--- config.mk ---
export PLATFORM = sky130hd
export DESIGN_NAME = serial_adder_flat
export DESIGN_NICKNAME = d
export VERILOG_FILES = /design/src/rtl/serial_adder_pkg.sv /design/src/rtl/serial_adder_if.sv /design/src/rtl/serial_adder_fa_cell.sv /design/src/rtl/serial_adder.sv /design/src/flat_wrapper.sv
export SDC_FILE = /design/constraint.sdc
export NUM_CORES = 1
export LEC_CHECK = 0
export ABC_AREA = 1
export BUFFER_PORTS_ARGS = -buffer_cell sky130_fd_sc_hd__buf_2
export CORE_ASPECT_RATIO = 1.75
export CORE_MARGIN = 3
export CORE_UTILIZATION = 50
export CTS_BUF_LIST = sky130_fd_sc_hd__clkbuf_4
export CTS_CLUSTER_DIAMETER = 80
export DETAILED_ROUTE_END_ITERATION = 16
export HOLD_SLACK_MARGIN = 0.05
export PLACE_DENSITY_LB_ADDON = 0.3
export SLEW_MARGIN = 20
export SYNTH_ARGS = -nofsm -noshare
export SYNTH_HDL_FRONTEND = slang
export SYNTH_SLANG_ARGS = --single-unit
export TNS_END_PERCENT = 5
--- constraint.sdc ---
create_clock -name clk -period 3.4 [get_ports clk]
set_clock_uncertainty 0.15 [all_clocks]
set_input_delay 0.17 -clock clk [delete_from_list [all_inputs] [get_ports clk]]
set_output_delay 0.17 -clock clk [all_outputs]
set_load 0.01 [all_outputs]
--- src/rtl/serial_adder_pkg.sv ---
// serial_adder_pkg: shared types and helpers for the bit-serial adder.
// Exports: state_t (IDLE/RUN), cnt_w() bit-counter width.
package serial_adder_pkg;

  typedef enum logic {
    IDLE = 1'b0,
    RUN  = 1'b1
  } state_t;

  function automatic int cnt_w(input int w);
    return $clog2(w);
  endfunction

endpackage

--- src/rtl/serial_adder_if.sv ---
// serial_adder_if: request/result bundle of the bit-serial adder.
// master: start, sub, X, Y, cin out; busy, done, sum, cout, ovf in.
interface serial_adder_if #(
  parameter int W = 8
) ();

  logic         start;
  logic         sub;
  logic [W-1:0] X;
  logic [W-1:0] Y;
  logic         cin;
  logic         busy;
  logic         done;
  logic [W-1:0] sum;
  logic         cout;
  logic         ovf;

  modport master (
    output start, sub, X, Y, cin,
    input  busy, done, sum, cout, ovf
  );

  modport slave (
    input  start, sub, X, Y, cin,
    output busy, done, sum, cout, ovf
  );

endinterface

--- src/rtl/serial_adder_fa_cell.sv ---
// fa_cell: combinational one-bit full adder.
// Ports: i_a, i_b, i_ci in; o_s sum, o_co majority carry out.
module fa_cell (
  input  logic i_a,
  input  logic i_b,
  input  logic i_ci,
  output logic o_s,
  output logic o_co
);

  assign o_s  = i_a ^ i_b ^ i_ci;
  assign o_co = (i_a & i_b) | (i_a & i_ci) | (i_b & i_ci);

endmodule

--- src/rtl/serial_adder.sv ---
// serial_adder: W-bit LSB-first add/sub using one full-adder cell.
// Ports: clk, rst_n (async, active low), bus (serial_adder_if.slave).
module serial_adder
  import serial_adder_pkg::*;
#(
  parameter int W = 8
) (
  input logic           clk,
  input logic           rst_n,
  serial_adder_if.slave bus
);

  localparam int CW = cnt_w(W);
  localparam logic [CW-1:0] LAST = CW'(W - 1);

  state_t r_state;
  state_t w_next;

  logic [W-1:0]  r_a;
  logic [W-1:0]  r_b;
  logic [W-2:0]  r_res;
  logic [W-1:0]  r_sum;
  logic [CW-1:0] r_cnt;
  logic          r_carry;
  logic          r_cout;
  logic          r_ovf;
  logic          r_done;

  logic          w_s;
  logic          w_c;
  logic          w_load;
  logic          w_step;
  logic          w_last;
  logic [W-1:0]  w_res;

  fa_cell u_fa (
    .i_a (r_a[0]),
    .i_b (r_b[0]),
    .i_ci(r_carry),
    .o_s (w_s),
    .o_co(w_c)
  );

  // New bit enters at the MSB; on the last bit this is the full result.
  assign w_res = {w_s, r_res};

  always_ff @(posedge clk or negedge rst_n) begin
    if (!rst_n) begin
      r_state <= IDLE;
    end else begin
      r_state <= w_next;
    end
  end

  always_comb begin
    w_next = r_state;
    w_load = 1'b0;
    w_step = 1'b0;
    w_last = 1'b0;
    unique case (r_state)
      IDLE: begin
        if (bus.start) begin
          w_load = 1'b1;
          w_next = RUN;
        end
      end
      RUN: begin
        w_step = 1'b1;
        if (r_cnt == LAST) begin
          w_last = 1'b1;
          w_next = IDLE;
        end
      end
      default: w_next = IDLE;
    endcase
  end

  always_ff @(posedge clk or negedge rst_n) begin
    if (!rst_n) begin
      r_a     <= '0;
      r_b     <= '0;
      r_res   <= '0;
      r_sum   <= '0;
      r_cnt   <= '0;
      r_carry <= 1'b0;
      r_cout  <= 1'b0;
      r_ovf   <= 1'b0;
      r_done  <= 1'b0;
    end else begin
      r_done <= w_last;
      if (w_load) begin
        r_a     <= bus.X;
        // Subtract as X + ~Y + 1: invert B, force carry in.
        r_b     <= bus.sub ? ~bus.Y : bus.Y;
        r_carry <= bus.sub | bus.cin;
        r_res   <= '0;
        r_cnt   <= '0;
      end else if (w_step) begin
        r_a     <= r_a >> 1;
        r_b     <= r_b >> 1;
        r_res   <= w_res[W-1:1];
        r_carry <= w_c;
        if (!w_last) begin
          r_cnt <= r_cnt + CW'(1);
        end
      end
      if (w_last) begin
        r_sum  <= w_res;
        r_cout <= w_c;
        // r_carry still holds the carry into the MSB here.
        r_ovf  <= r_carry ^ w_c;
      end
    end
  end

  assign bus.busy = (r_state == RUN);
  assign bus.done = r_done;
  assign bus.sum  = r_sum;
  assign bus.cout = r_cout;
  assign bus.ovf  = r_ovf;

endmodule
--- src/flat_wrapper.sv ---
// flat-port wrapper written by rule: the top's interface ports become plain ports
module serial_adder_flat import serial_adder_pkg::*;
#(
  parameter int W = 8
)
  (clk, rst_n, bus_start, bus_sub, bus_X, bus_Y, bus_cin, bus_busy, bus_done, bus_sum, bus_cout, bus_ovf);
  serial_adder_if #(.W(W)) bus_i ();
  input logic clk;
  input logic rst_n;
  input wire logic [$bits(bus_i.start)-1:0] bus_start;
  input wire logic [$bits(bus_i.sub)-1:0] bus_sub;
  input wire logic [$bits(bus_i.X)-1:0] bus_X;
  input wire logic [$bits(bus_i.Y)-1:0] bus_Y;
  input wire logic [$bits(bus_i.cin)-1:0] bus_cin;
  output wire logic [$bits(bus_i.busy)-1:0] bus_busy;
  output wire logic [$bits(bus_i.done)-1:0] bus_done;
  output wire logic [$bits(bus_i.sum)-1:0] bus_sum;
  output wire logic [$bits(bus_i.cout)-1:0] bus_cout;
  output wire logic [$bits(bus_i.ovf)-1:0] bus_ovf;
  assign bus_i.start = bus_start;
  assign bus_i.sub = bus_sub;
  assign bus_i.X = bus_X;
  assign bus_i.Y = bus_Y;
  assign bus_i.cin = bus_cin;
  assign bus_busy = bus_i.busy;
  assign bus_done = bus_i.done;
  assign bus_sum = bus_i.sum;
  assign bus_cout = bus_i.cout;
  assign bus_ovf = bus_i.ovf;
  serial_adder #(.W(W)) u_core (.clk(clk), .rst_n(rst_n), .bus(bus_i));
endmodule
Word-level counts from Yosys, hierarchy flattened
Cells that the tools add are included.
Word-level totals
  register bits: 39
Operators by class
  add/subtract/negate cells: 1
  equality and inequality tests: 2
  mux-type cells: 19
  bitwise logic cells: 11
  reductions and logical operators: 2
Operators with widths (count)
  $mux 8: 5
  $mux 7: 2
  $mux 3: 3
  $mux 1: 8
  $not 8->8: 1
  $add 3x1->3 const B: 1
  $and 1x1->1: 3
  $eq 3x3->1 const B: 1
  $or 1x1->1: 3
  $xor 1x1->1: 3
  $ne 2x1->1 const B: 1
  $pmux 1 s2: 1
  $reduce_and 2->1: 1
  $reduce_bool 2->1: 1
  $not 1->1: 1

Longest topological paths before layout
Gate-level depths: netlist of run 1.
  word-level depth: 6
  gate-level depth with buffers: 7

Hierarchy
From an unflattened synthesis of run 1, not the netlist that was laid out.
Unflattened totals
  cells, all modules: 213
  area total of the unflattened synthesis: 1749.2 um^2
Modules (own cells, without submodules)
  serial_adder: times used 1, cells each 212, area each 1729.2 um^2
  fa_cell: times used 1, cells each 1, area each 20.0 um^2

Worst setup path after synthesis of run 1
No wires, ideal clock.
  path type: register -> register
  start: register u_core.r_cnt[0]
  end: register u_core.r_ovf, in the netlist u_core.bus.ovf
  library setup time: 0.117 ns
  data arrival time: 1.139 ns
  required time: 3.133 ns
  path slack: 1.994 ns
  cell stages (with the launch flop): 8
  buffers on the path: 1
  cell sequence: dfrtp_1 ha_1 ha_1 nand2_1 buf_2 inv_2 nand3_1 nand2_1
On the way
  cells in the longest elaborated chain, start to end: 3
Ends and longest elaborated chain
  from (decl): line serial_adder.sv:23  | logic [CW-1:0] r_cnt;
  from (signal assigned): line serial_adder.sv:104  | r_cnt <= r_cnt + CW'(1);
  $eq 3x3->1: line serial_adder.sv:69  | if (r_cnt == LAST) begin
  $mux 1: line serial_adder.sv:69
  $mux 1: line serial_adder.sv:60  | unique case (r_state)
  named net u_core.w_last: line serial_adder.sv:33  | logic w_last;
  to (signal assigned): line serial_adder.sv:111  | r_ovf <= r_carry ^ w_c;
  to (decl): line serial_adder.sv:26  | logic r_ovf;
The timed path passes the listed nets, and every way through them passes these cells.
A chain may end at the register's enable or synchronous reset.

Worst setup path after layout of run 1
  start: register u_core.r_state, in the netlist u_core.bus.busy
  end: register u_core.r_cnt[0]
On the way
  cells in the longest elaborated chain, start to end: 3
Ends and longest elaborated chain
  from (decl): line serial_adder.sv:16  | state_t r_state;
  from (signal assigned): line serial_adder.sv:51  | r_state <= w_next;
  $mux 1: line serial_adder.sv:60
  $ne 2x1->1 (no source line) or $reduce_bool 2->1 (tied branches)
  $reduce_and 2->1 (no source line)
Several ways; a longest one is shown, not always the timed one.

==> results.cfg, run 1 <==
[cts]
clk_pin_slew_ns = 0.11
ctsHoldBuffers = 23
htree_levels = 2
cts_buffer_depth = 2
cts.sinks = 39
cts-root-buf = clkbuf_4
cts_resized = 0
numCtsBuffers = 5
post_cts_buffers = 0
cts_tree = done
clk_latency_ns = 0.34

[sta]
worstMarginPinSlew_ns = 0.843
fin_crit_ns = 2.07
finalCritPeriodShare_pct = 61.0
whs_ns = 0.0649
maxSlewViolCount = 0
fmax_ghz = 0.482
finalSetupTns_ns = 0
finalHoldViolCount = 0
setup_ws_ns = 1.33
finalSetupViolCount = 0
slew_headroom_pct = 43.8
rsz0062_at_grt = no

[yosys]
synth.avg_cell_area_um2 = 8.24
ys.flop_type = dfrtp_1
seq_area_frac_synth_pct = 55.4
ys_ff_latch = 39
syn_area_mm2 = 0.00176
synth_top_area_share_pct = 55.4
synth-edff-count = 0
synth_commonest_cells = nand2_1 (94), dfrtp_1 (39), inv_1 (27)
mappedNetlistNets = 238
yosysMostFrequentCell = nand2_1
yosysTopAreaCell = dfrtp_1
synth.area.top_cells = dfrtp_1 (55%), nand2_1 (20%), inv_1 (5.7%), nand3_1 (3.4%), o21ai_1 (2.6%)
ys_types = 17
async_flop_share_pct = 100
yosys_warnings = 0
synthCells = 214

[floorplanning]
rows = 27
ioPinCount = 33
die_w_um = 50.9
core_region_area_mm2 = 0.00328
dieArea_mm2 = 0.00430
die_h_um = 84.6
start_util_pct = 53.8

[worst_hold_path]
hold_class = in -> reg
holdPathStages = 4

[routing]
drt_iter0_markers = 33
viasPerCell = 4.73
first_pass_iters = 4
drt_wl_total_mm = 3.33
num_vias = 1479
drc = 0
drt.antenna.violating_nets = 0
wl_per_cell_um = 10.6

[pwr]
p_leak_nw = 1.29
power_w = 0.00170
vdd_drop_max_v = 0.000440
power_frac_clock_pct = 22.5
powerDensity_mw_per_mm2 = 752
switchingPower_w = 0.000588
pwr-share-comb_pct = 32.4
power_frac_seq_pct = 45.1
swShare_pct = 34.6
intPower_w = 0.00111

[global_routing]
grt_pass1_wl_mm = 6.13
grt_overflow = 0
grt_usage_pct = 18.5
grt_max_degree = 40
antenna_found_initial = 0
grt_pass1_vias = 1511

[critical_path]
end_kind = flip-flop
crit_path_start_kind = flip-flop
r2r_cells = 4
worstPathCellList = nand2_1, nand2_1, nand2_1, nand2_1
cp_common_cell = nand2_1
cp_max_fo = 21
worst-endpoint-required_ns = 3.53
crit_arrival_ns = 2.21
slowest_delay_ns = 0.82
cpMaxStageDelayCell = dfrtp_1
critical_path_class = reg -> reg

[job]
maxCapViolCount = 0

[placed_design]
port_buffers = 32
place.gp.congestion = 0.739
dp_hpwl_mm = 2.12
dp_slack_ns = 1.31

[final_layout]
antennaDiodeCount = 0
fin_nets = 293
drive_gt1_share_pct = 17.8
areaGrowthSynthToFinish_pct = 28.3

[outcome]
status = complete, no violations
==> cell usage in the layout (no fill, tap or decap), drive strengths merged <==
cell type,n
nand2,95
dfrtp,39
buf,32
inv,32
dlygate4sd3,23
nand3,12
o21ai,9
o22ai,7
a21oi,7
clkbuf,6
nor2,3
ha,2
bufinv,2
fa,1
==> worst max-delay path: cells and delay by family (launching register included) <==
family	cells	cell delay, ns
flip-flops	1	0.82
AND/OR/NAND/NOR	4	1.04
==> registers in the layout, indices dropped and copies added, names as in the netlist <==
signal,cells
u_core.bus.done,1
u_core.r_carry,1
u_core.r_b,8
u_core.bus.sum,8
u_core.bus.ovf,1
u_core.r_cnt,3
u_core.bus.busy,1
u_core.r_res,7
u_core.r_a,8
u_core.bus.cout,1
==> area by class of cell <==
cell class / instances / area (um2)
clock buffer: 6 / 45.0
clock inverter: 2 / 60.1
fill: 272 / 1010
inverter: 32 / 123
multi-input combinational: 136 / 614
sequential: 39 / 976
tap: 43 / 53.8
timing repair buffer: 55 / 390
==> per-stage QoR <==
step           utilization [%]  instance area [um2]  instances
6_report                  69.0                 2260        313
4_1_cts                   69.0                 2260        313
3_3_place_gp              58.8                 1930        282
2_1_floorplan                -                 1760        214
3_5_place_dp              58.8                 1930        282
5_1_grt                   69.0                 2260        313
==> power groups by stage <==
stage               clock [W]  sequential [W]  combinational (W)
floorplan                   0        0.000757           0.000416
global placement            0        0.000772           0.000513
detailed placement          0        0.000779           0.000537
CTS                  0.000394        0.000770           0.000562
global route         0.000416        0.000788           0.000654
finish               0.000382        0.000767           0.000552
==> metal layers <==
layer / GRT usage (%) / routed length [um]
met1: 19.1 / 1340
met5: 0 / 0
met2: 33.8 / 1750
met3: 4.44 / 156
met4: 8.82 / 74
==> path summary, 6_finish.rpt <==
kind	slack, ns	start	endpoint
max in group asynchronous	2.27	rst_n	u_core.r_cnt[0]
min in group asynchronous	0.30	rst_n	u_core.r_a[1]
min	0.06	bus_start	u_core.r_carry
max reg2reg	1.33	u_core.bus.busy	u_core.r_cnt[0]
max	1.33	u_core.bus.busy	u_core.r_cnt[0]
min reg2reg	0.34	u_core.r_cnt[1]	u_core.r_cnt[1]
==> cell families (layout without fill, tap and decap cells) <==
family / Yosys count / count (layout) / synth area share [%]
buf+inv: 39 / 95 / 9.79
flops: 39 / 39 / 55.4
simple gates: 110 / 110 / 25.3
fa+ha+maj: 3 / 3 / 2.55
compound gates: 23 / 23 / 7.03
(Power assumes the default switching activity.)
==> run 2: changes to the inputs <==
==> constraint.sdc (replaced) <==
create_clock -name clk -period 1.81 [get_ports clk]
set_clock_uncertainty 0.15 [all_clocks]
set_input_delay 0.0905 -clock clk [delete_from_list [all_inputs] [get_ports clk]]
set_output_delay 0.0905 -clock clk [all_outputs]
set_load 0.01 [all_outputs]
==> results.cfg, run 2 (synthesis gave the netlist of run 1 again) <==
[floorplanning]
core_region_area_mm2 = 0.00328
start_util_pct = 53.8
ioPinCount = 33
rows = 27
die_h_um = 84.6
die_w_um = 50.9
dieArea_mm2 = 0.00430

[pwr]
swShare_pct = 36.6
p_leak_nw = 1.30
power_frac_seq_pct = 45.3
vdd_drop_max_v = 0.000769
powerDensity_mw_per_mm2 = 1350
switchingPower_w = 0.00114
power_frac_clock_pct = 18.1
pwr-share-comb_pct = 36.6
intPower_w = 0.00197

[final_layout]
fill_cells = 274
finish.utilization_pct = 70.3
drive_gt1_share_pct = 18.3
layout_commonest_cell = nand2_1
finalInstanceArea_mm2 = 0.00230
fin_cells = 321
layout.cells.most_common_list = nand2_1 (94), dfrtp_1 (39), buf_2 (32)
antennaDiodeCount = 0
fin_nets = 301
areaGrowthSynthToFinish_pct = 30.7

[outcome]
status = complete, no violations

[routing]
num_vias = 1509
drt.antenna.violating_nets = 0
first_pass_iters = 4
drt_iter0_markers = 43
viasPerCell = 4.70
wl_per_cell_um = 11.0
drc = 0
drt_wl_total_mm = 3.53

[critical_path]
worst-endpoint-required_ns = 1.94
crit_path_start_kind = flip-flop
crit_arrival_ns = 1.69
cp_top_family = simple AND/OR/NAND/NOR gates
end_kind = flip-flop
crit_buf_inv = 1
cpMaxStageDelayCell = dfrtp_1
critical_path_class = reg -> reg
cp_max_fo = 17
worstPathCellList = buf_4, nor2_4, nand3_1, nand2_1
slowest_delay_ns = 0.54

[sta]
fmax_ghz = 0.641
finalCritPeriodShare_pct = 86.2
finalHoldViolCount = 0
rsz0062_at_grt = no
slew_headroom_pct = 68.2
finalSetupViolCount = 0
fin_crit_ns = 1.56
finalSetupTns_ns = 0
worstMarginPinSlew_ns = 0.477
whs_ns = 0.117
maxSlewViolCount = 0

[global_routing]
grt_usage_pct = 19.3
grt_pass1_vias = 1536
grt_max_degree = 40
grt_overflow = 0
grt_pass1_wl_mm = 6.29
antenna_found_initial = 0

[cts]
htree_levels = 2
cts.sinks = 39
cts_buffer_depth = 2
numCtsBuffers = 5
cts_resized = 0
cts_tree = done
ctsHoldBuffers = 27
clk_latency_ns = 0.34
clk_pin_slew_ns = 0.12
cts-root-buf = clkbuf_4
post_cts_buffers = 0

[placed_design]
dp_hpwl_mm = 2.12
place.gp.congestion = 0.726
port_buffers = 32
dpl_cell_area_mm2 = 0.00196
place_inst = 286

[job]
maxCapViolCount = 0

[worst_hold_path]
hold_class = in -> reg
==> run 2: power groups by stage <==
stage / clock network [W] / registers (W) / logic (W)
3_3_place_gp: 0 / 0.00141 / 0.00106
5_1_grt: 0.000614 / 0.00145 / 0.00132
6_report: 0.000564 / 0.00141 / 0.00114
4_1_cts: 0.000584 / 0.00141 / 0.00115
3_5_place_dp: 0 / 0.00143 / 0.00110
2_1_floorplan: 0 / 0.00142 / 0.000781
==> run 2: layer usage <==
metal | GRT usage (%) | wire, um | vias to the layer above | share of wire [%]
met3 | 4.44 | 145 | 10 | 4.1
li1 | - | - | 778 | -
met4 | 9.31 | 82 | 0 | 2.3
met5 | 0 | 0 | - | 0
met1 | 19.6 | 1400 | 683 | 40
met2 | 35.6 | 1900 | 38 | 54
==> run 2: path summary, 6_finish.rpt <==
path | start | endpoint | slack (ns) | cells after the start
min | bus_sub | u_core.r_b[2] | 0.12 | 5
max in group asynchronous | rst_n | u_core.r_a[2] | 1.01 | 3
max | u_core.bus.busy | u_core.r_b[5] | 0.25 | 4
max reg2reg | u_core.bus.busy | u_core.r_b[5] | 0.25 | 4
min reg2reg | u_core.r_cnt[1] | u_core.r_cnt[1] | 0.34 | 2
min in group asynchronous | rst_n | u_core.bus.sum[7] | 0.16 | 3
==> run 2: cell type report <==
cell class	count	area [um2]	area share, %
Clock buffer	5	37.5	1.63
Clock inverter	3	38.8	1.68
Inverter	32	123	5.32
Multi-Input combinational cell	136	614	26.7
Sequential cell	39	976	42.4
Tap cell	43	53.8	2.34
Timing Repair Buffer	63	460	20.0
==> run 2: tightest hold or removal path, cell delays in order <==
cell and delay, ns:
buf_2 0.16, inv_2 0.15, nand2_1 0.07, nand3_1 0.07
nand2_1 0.05
==> run 2: per-stage QoR <==
stage	total power [W]	worst slack [ns]
finish	0.00311	0.250
global route	0.00339	0.174
CTS	0.00314	0.254
detailed placement	0.00252	0.293
global placement	0.00247	0.332
floorplan	0.00220	0.404
